File: config.mk
export PLATFORM = sky130hd
export DESIGN_NAME = neuro_update_scheduler
export DESIGN_NICKNAME = d
export VERILOG_FILES = /design/src/rtl/neuro_update_scheduler.sv
export SDC_FILE = /design/constraint.sdc
export NUM_CORES = 1
export LEC_CHECK = 0
export BUFFER_PORTS_ARGS = -buffer_cell sky130_fd_sc_hd__buf_2
export CAP_MARGIN = 20
export CORE_MARGIN = 3
export CORE_UTILIZATION = 36
export CTS_BUF_LIST = sky130_fd_sc_hd__clkbuf_8
export DETAILED_ROUTE_END_ITERATION = 6
export GPL_TIMING_DRIVEN = 0
export PLACE_DENSITY = 0.6
export SYNTH_ARGS = -nofsm -noshare
export SYNTH_HDL_FRONTEND = slang
export SYNTH_SLANG_ARGS = --single-unit
File: constraint.sdc
create_clock -name clk -period 4.2 [get_ports clk]
set_input_delay 0.84 -clock clk [delete_from_list [all_inputs] [get_ports clk]]
set_output_delay 0.84 -clock clk [all_outputs]
set_load 0.03 [all_outputs]
File: src/rtl/neuro_update_scheduler.sv
// neuro_update_scheduler: a programmable prescaler produces update ticks. Each accepted
// tick starts a round-robin scan that turns the level-sensitive regulator requests into
// one-cycle inc/dec/fast/setval strobes, one resource per cycle. A per-resource
// refractory counter blocks updates for a number of ticks after a setval.
module neuro_update_scheduler #(
    parameter int unsigned N_RES      = 4,
    parameter int unsigned PRESCALE_W = 8,
    parameter int unsigned HOLD_TICKS = 3
) (
    input  logic                  clk,
    input  logic                  rst_n,
    input  logic                  enable,
    input  logic [PRESCALE_W-1:0] period,
    input  logic [N_RES-1:0]      req_inc,
    input  logic [N_RES-1:0]      req_dec,
    input  logic [N_RES-1:0]      req_fast,
    input  logic [N_RES-1:0]      req_set,
    output logic [N_RES-1:0]      inc,
    output logic [N_RES-1:0]      dec,
    output logic [N_RES-1:0]      fast,
    output logic [N_RES-1:0]      setval,
    output logic                  tick,
    output logic                  busy,
    output logic                  overrun
);
    localparam int unsigned IW  = (N_RES > 1) ? $clog2(N_RES) : 1;
    localparam int unsigned IW1 = IW + 1;
    localparam logic [IW-1:0] LAST_SLOT = IW'(N_RES - 1);
    localparam logic [IW:0]   N_RES_W   = IW1'(N_RES);
    localparam logic [3:0]    HOLD      = 4'(HOLD_TICKS);

    typedef enum logic {StIdle, StScan} state_t;

    state_t                  state_q, state_d;
    logic [PRESCALE_W-1:0]   cnt_q;
    logic                    tick_q;
    logic [IW-1:0]           ptr_q, ptr_d;
    logic [IW-1:0]           slot_q, slot_d;
    logic [3:0]              refr_q [N_RES];
    logic [3:0]              refr_d [N_RES];
    logic [N_RES-1:0]        blk_q, blk_d;
    logic [N_RES-1:0]        inc_q, inc_d, dec_q, dec_d;
    logic [N_RES-1:0]        fast_q, fast_d, set_q, set_d;
    logic                    ovr_q, ovr_d;
    logic [IW:0]             sum;
    logic [IW:0]             sel_w;
    logic [IW-1:0]           sel;

    // Resource sampled this slot: (ptr + slot) mod N_RES.
    assign sum   = {1'b0, ptr_q} + {1'b0, slot_q};
    assign sel_w = (sum >= N_RES_W) ? sum - N_RES_W : sum;
    assign sel   = sel_w[IW-1:0];

    // Prescaler: count 0..period, registered one-cycle tick on wrap; holds while disabled.
    always_ff @(posedge clk or negedge rst_n) begin
        if (!rst_n) begin
            cnt_q  <= '0;
            tick_q <= 1'b0;
        end else if (enable) begin
            if (cnt_q == period) begin
                cnt_q  <= '0;
                tick_q <= 1'b1;
            end else begin
                cnt_q  <= cnt_q + 1'b1;
                tick_q <= 1'b0;
            end
        end else begin
            tick_q <= 1'b0;
        end
    end

    // Scan state, round-robin pointer, refractory counters and registered strobes.
    always_ff @(posedge clk or negedge rst_n) begin
        if (!rst_n) begin
            state_q <= StIdle;
            ptr_q   <= '0;
            slot_q  <= '0;
            refr_q  <= '{default: '0};
            blk_q   <= '0;
            inc_q   <= '0;
            dec_q   <= '0;
            fast_q  <= '0;
            set_q   <= '0;
            ovr_q   <= 1'b0;
        end else begin
            state_q <= state_d;
            ptr_q   <= ptr_d;
            slot_q  <= slot_d;
            refr_q  <= refr_d;
            blk_q   <= blk_d;
            inc_q   <= inc_d;
            dec_q   <= dec_d;
            fast_q  <= fast_d;
            set_q   <= set_d;
            ovr_q   <= ovr_d;
        end
    end

    // Next-state: accept ticks in IDLE, decide one resource per SCAN cycle.
    always_comb begin
        state_d = state_q;
        ptr_d   = ptr_q;
        slot_d  = slot_q;
        refr_d  = refr_q;
        blk_d   = blk_q;
        inc_d   = '0;
        dec_d   = '0;
        fast_d  = '0;
        set_d   = '0;
        ovr_d   = ovr_q;
        unique case (state_q)
            StIdle: begin
                if (tick_q) begin
                    state_d = StScan;
                    slot_d  = '0;
                    // Blocking uses the count as it stood when the tick arrived, so a
                    // setval suppresses exactly HOLD_TICKS following scans.
                    for (int i = 0; i < N_RES; i++) begin
                        blk_d[i] = (refr_q[i] != 4'd0);
                        if (refr_q[i] != 4'd0) refr_d[i] = refr_q[i] - 4'd1;
                    end
                end
            end
            StScan: begin
                if (tick_q) ovr_d = 1'b1;
                if (!blk_q[sel]) begin
                    if (req_set[sel]) begin
                        set_d[sel]  = 1'b1;
                        refr_d[sel] = HOLD;
                    end else if (!(req_inc[sel] && req_dec[sel])) begin
                        inc_d[sel]  = req_inc[sel];
                        dec_d[sel]  = req_dec[sel];
                        fast_d[sel] = req_fast[sel] & (req_inc[sel] | req_dec[sel]);
                    end
                end
                if (slot_q == LAST_SLOT) begin
                    state_d = StIdle;
                    ptr_d   = (ptr_q == LAST_SLOT) ? '0 : ptr_q + 1'b1;
                end else begin
                    slot_d = slot_q + 1'b1;
                end
            end
            default: state_d = StIdle;
        endcase
    end

    assign inc     = inc_q;
    assign dec     = dec_q;
    assign fast    = fast_q;
    assign setval  = set_q;
    assign tick    = tick_q;
    assign busy    = (state_q == StScan);
    assign overrun = ovr_q;

endmodule
**After elaboration in Yosys (flattened, before gate mapping)**

Cells that the tools add are included.

- Memory bits (writable): 0
- Output and inout bits: 19
- Memories kept: 0
- Register bits after elaboration: 51
- Memory bits (read-only): 0
- Input bits: 27
- Bits in latches: 0
- Word-level logic and storage cells: 113

- Equality and inequality tests: 11
- $lt $le $gt $ge: 5
- Bitwise logic cells: 10
- Add/subtract/negate cells: 9
- Divide/modulo/power cells: 0
- Multipliers: 0
- Shift-type cells: 0
- Muxes and demuxes: 48
- Reductions and logical operators: 15

Operators with widths:

| operator | count |
|---|---|
| 4-bit two-way mux | 20 |
| 16-bit two-way mux | 3 |
| 16-bit case mux with 2 select lines | 1 |
| 4-bit AND reduction | 4 |
| 4-bit nonzero test | 4 |
| 4-bit by 1-bit subtractor with 4-bit output, second input constant | 4 |
| 2-bit != test, second input constant | 7 |
| 4-bit bitwise AND | 3 |
| 1-bit binary-select mux with 2-bit select | 5 |
| 1-bit two-way mux | 10 |
| 8-bit by 1-bit adder with 8-bit output, second input constant | 1 |
| 8-bit bitwise AND | 1 |
| 4-bit demux with 2-bit select | 1 |
| 8-bit == test | 1 |
| 2-bit two-way mux | 4 |
| 8-bit two-way mux | 1 |
| 8-bit inverter | 1 |
| 8-bit OR | 1 |
| 2-bit AND reduction | 4 |
| 3-bit greater-or-equal comparator, second input constant | 2 |
| 2-bit by 1-bit adder with 2-bit output, second input constant | 2 |
| 2-bit == test, second input constant | 2 |
| 2-bit case mux with 2 select lines | 1 |
| 2-bit by 2-bit adder with 3-bit output | 1 |
| 12 further kinds | 14 |

**Depth between registers and ports, before layout**

- Depth in word-level cells: 13
- Depth in mapped cells: 6
- Depth with buffers taken out: 6

**Worst setup path after synthesis**

OpenSTA, ideal clock, no wires.

- Kind: register -> register
- Start: reg slot_q[0]
- End: reg refr_q[7] (netlist bit)
- Cell stages (with the launch flop): 7
- Library setup time: 126 ps
- Setup slack: 2362 ps
- Required time: 4074 ps
- Arrival: 1712 ps
- Buffers on the path: 1
- Period minus slack after synthesis: 1838 ps
- Path through: dfrtp_1 > ha_1 > buf_2 > nand3b_1 > o211ai_2 > nand3_1 > a311o_1

- Word-level cells in the longest chain between the ends: 13
- Elaborated cells on any way between the ends: 22
- Classes of those cells: 2 x add/sub; 3 x order compare; 2 x eq/ne; 10 x mux; 3 x bitwise; 2 x reduce/logical

RTL lines:

| item | line | text |
|---|---|---|
| start: declaration | 38 | `logic [IW-1:0] slot_q, slot_d;` |
| start signal: assignment | 88 | `slot_q <= slot_d;` |
| 2-bit by 2-bit adder with 3-bit output (*) | 50 | `assign sum = {1'b0, ptr_q} + {1'b0, slot_q};` |
| 3-bit greater-or-equal comparator or 2-bit by 1-bit subtractor with 2-bit output (tied branches) | 51 | `assign sel_w = (sum >= N_RES_W) ? sum - N_RES_W : sum;` |
| 2-bit two-way mux (*) | 51 |  |
| 2-bit inverter with 3-bit output (not written as such) | 129 | `refr_d[sel] = HOLD;` |
| 3-bit greater-or-equal comparator (not written as such) or 3-bit by 1-bit less-than comparator with 1-bit output (tied branches) | 129 |  |
| 1-bit logical AND (not written as such) | 129 |  |
| 4-bit two-way mux (not written as such) | 129 |  |
| 4-bit demux with 2-bit select | 129 |  |
| 8-bit inverter (no line) | - |  |
| 8-bit bitwise AND (no line) | - |  |
| 16-bit two-way mux | 127 | `if (req_set[sel]) begin` |
| 16-bit two-way mux | 126 | `if (!blk_q[sel]) begin` |
| 16-bit case mux with 2 select lines | 111 | `unique case (state_q)` |
| end signal: assignment | 89 | `refr_q <= refr_d;` |
| end: declaration | 39 | `logic [3:0] refr_q [N_RES];` |

Mark *: on every way between the ends. The rest lies on a longest branch, timed or not. The select of a mux whose other input is x is not followed.
A chain may end at the register's enable or synchronous reset.

**Final worst setup path**

Ends and elaborated chain as after synthesis.

==> flow_metrics.tcl <==
set metrics [dict create \
    status "complete, no violations" \
    syn_inst 259 \
    core_mm2 0.00698 \
    gr-total-overflow 0 \
    max_cap_violations 0 \
    synthDominantAreaCellType "dfrtp_1" \
    hold_path.class "in -> async" \
    p_per_area_mw_per_mm2 507 \
    ctsResizeCount 0 \
    end_kind "register" \
    synth_area_leaders "dfrtp_1 48%, xnor2_1 4.3%, ha_1 4.2%" \
    pwr-share-seq_pct 45.6 \
    die_w_um 92.1 \
    hold_violations 0 \
    num_vias 2104 \
    max_slew_margin_pct 64.9 \
    r2r_start "slot_q[0]" \
    internal_power_uw 995 \
    placed_cell_area_mm2 0.00304 \
    final_nets 348 \
    drc_errors 0 \
    antenna_found_initial 0 \
    postCtsSetupBuffers 0 \
    power_frac_comb_pct 35.6 \
    rsz0062_at_grt "no" \
    avgSynthCellArea_um2 10.3 \
    cts_tree "done" \
    slew_violations 0 \
    worst_pin_slew_ns 0.527 \
    drt_iter0_drc 63 \
    wl_mm 5.56 \
    dieHeight_um 92.1 \
    clkTransAtPathRegs_ns 0.10 \
    grt_use_total_pct 13.6 \
    tns_ns 0 \
    htree_levels 2 \
    startpoint_type "register" \
    critPathKind "reg -> reg" \
    ys_seq_area_share_pct 47.8 \
    clock-sinks 51 \
    fin_crit_sh_pct 51.3 \
    grt_start_max_net_pins 38 \
    postCtsHoldBufs 0 \
    timing.rr.end "refr_q[7]" \
    worstPathArrival_ns 2.36 \
    finClkSkew_ns 0.0167 \
    ys_warn_count 0 \
    io_buffers 45 \
    finalCriticalPeriod_ns 2.16 \
    pin_count 46 \
    drive_gt1_share_pct 24.6 \
    p_sw_uw 592 \
    ys.flop_type "dfrtp_1" \
    dp_cells 401 \
    routabilityCongestion 0.808 \
    cts_buffers 5 \
    wl_per_cell_um 13.6 \
    ys_seq_elements 51 \
    grt_pass1_vias 2014 \
    worst-r2r-setup-slack_ns 2.04 \
    avgViaCountPerCell 5.14 \
    setup_viol 0 \
    fillers 700 \
    hold_ws_ns 0.424 \
    clkLatencyLatePin_ns 0.31 \
    syn_to_final_growth_pct 17.2 \
    synthArstFlopShare_pct 100 \
    syn_area_mm2 0.00267 \
    p_leak_nw 1.51 \
    rows 30 \
    reg2reg_depth 6 \
    antenna_left 0 \
    peakVddDrop_v 0.000174 \
    crit_fanout 10 \
    stdcell_count 409 \
    diodes 0 \
    dr.pass1.iters 6 \
    syn_nets 295 \
    fmax_ghz 0.464 \
    initial_core_util_pct 38.2 \
    dp_hpwl_mm 4.11 \
    crit_start "slot_q[0]" \
    synth_edf_count 0 \
    dieArea_mm2 0.00849 \
    p_sw_share_pct 37.3 \
    yosysUniqueCellTypes 57 \
    grt_pass1_wl_mm 9.40 \
    yosys.area.top_type_share_pct 47.8 \
    crit_path_end "refr_q[7]" \
    clkPwrFrac_pct 18.9 \
    fin_area_mm2 0.00313 \
    root_buffer "clkbuf_8" \
    cts.path.max_buffers 2 \
    worst_ep_required_time_ns 4.40 \
]
## power by group through the flow
stage / Clock [mW] / Sequential [mW] / Combinational, mW
after floorplan: 0 / 0.713 / 0.432
after global placement: 0 / 0.729 / 0.551
after detailed placement: 0 / 0.730 / 0.568
after CTS: 0.312 / 0.721 / 0.572
after global routing: 0.338 / 0.741 / 0.634
final: 0.300 / 0.723 / 0.564
## per-stage QoR
step	total power, mW	setup WS, ns	util [%]
6_report	1.59	2.04	44.8
5_1_grt	1.71	1.91	44.8
4_1_cts	1.60	2.05	44.8
3_5_place_dp	1.30	2.08	43.5
3_3_place_gp	1.28	2.08	43.2
2_1_floorplan	1.15	2.36	-
## state kept, by name, indices dropped and copies added, names as in the netlist, 2 cells and up
| signal | cells |
|---|---|
| refr_q | 16 |
| dec | 4 |
| ptr_q | 2 |
| cnt_q | 8 |
| inc | 4 |
| slot_q | 2 |
| fast | 4 |
| setval | 4 |
| blk_q | 4 |
## how the worst min path moves through the flow
stage | start | end | slack (ns) | cells past startpoint
6_report | rst_n | dec[0] | 0.42 | 1
5_1_grt | rst_n | inc[3] | 0.43 | 1
4_1_cts | rst_n | inc[3] | 0.44 | 1
3_5_place_dp | overrun | overrun | 0.44 | 1
3_3_place_gp | overrun | overrun | 0.44 | 1
2_1_floorplan | refr_q[15] | refr_q[15] | 0.45 | 1
## cells in the final DEF, fill, tap and decap left out, types with 2 or more instances in the layout
cell / Yosys / layout
inv_1: 18 / 19
xor2_1: 3 / 3
and3_1: 7 / 7
a21o_1: 5 / 5
nand2b_1: 6 / 6
a31o_2: 4 / 4
o22ai_1: 4 / 4
nand2_1: 14 / 14
nor4_1: 3 / 3
clkbuf_8: 0 / 6
or2_2: 2 / 2
or4_1: 4 / 4
o211ai_1: 3 / 3
dfrtp_1: 51 / 51
mux2_2: 2 / 2
nor2_1: 19 / 19
buf_2: 3 / 48
clkbuf_1: 4 / 4
nor3b_1: 2 / 2
nand3b_1: 2 / 2
mux2i_1: 3 / 3
xnor2_1: 13 / 13
o21ai_0: 12 / 12
nand3_1: 7 / 7
a21oi_1: 12 / 12
nand4_1: 4 / 4
nor3_1: 12 / 12
nor3b_2: 2 / 2
ha_1: 9 / 9
## critical path, cell delays in order (launching register included)
cell and delay [ns]:
dfrtp_1 0.44, ha_1 0.42, buf_2 0.27, nand3b_1 0.24, o211ai_2 0.13, nand3_1 0.15
a311o_1 0.39
## layer usage
metal | global-route usage, % | vias up | routed length [µm]
met3 | 3.04 | 5 | 202
met1 | 17.9 | 1016 | 2660
met2 | 22.7 | 46 | 2660
met4 | 3.71 | 0 | 40
met5 | 0 | - | 0
li1 | - | 1037 | -
## synthesized netlist by cell type (3+ instances only)
cell type  count
a21o_1         5
a21oi_1       12
a31o_2         4
and3_1         7
buf_2          3
clkbuf_1       4
dfrtp_1       51
ha_1           9
inv_1         18
mux2i_1        3
nand2_1       14
nand2b_1       6
nand3_1        7
nand4_1        4
nor2_1        19
nor3_1        12
nor4_1         3
o211ai_1       3
o21ai_0       12
o22ai_1        4
or4_1          4
xnor2_1       13
xor2_1         3
## layout make-up
cell class	instances	area, µm²	area share, %
repair buffers	46	245	7.83
clock buffers	6	82.6	2.64
multi-input cells	181	1280	40.9
flip-flops and latches	51	1280	40.8
clock inverters	2	12.5	0.400
inverters	19	72.6	2.32
plain buffers	8	41.3	1.32
well taps	96	120	3.84
## cell families after synthesis
kind of cell	after synthesis	synth area share (%)
compound gates	52	13.0
xor+xnor	18	7.03
fa+ha+maj	9	4.22
buf+inv	27	4.26
flops	51	47.8
mux	6	2.81
simple gates	96	20.9
Power figures use the tool's default switching activity.
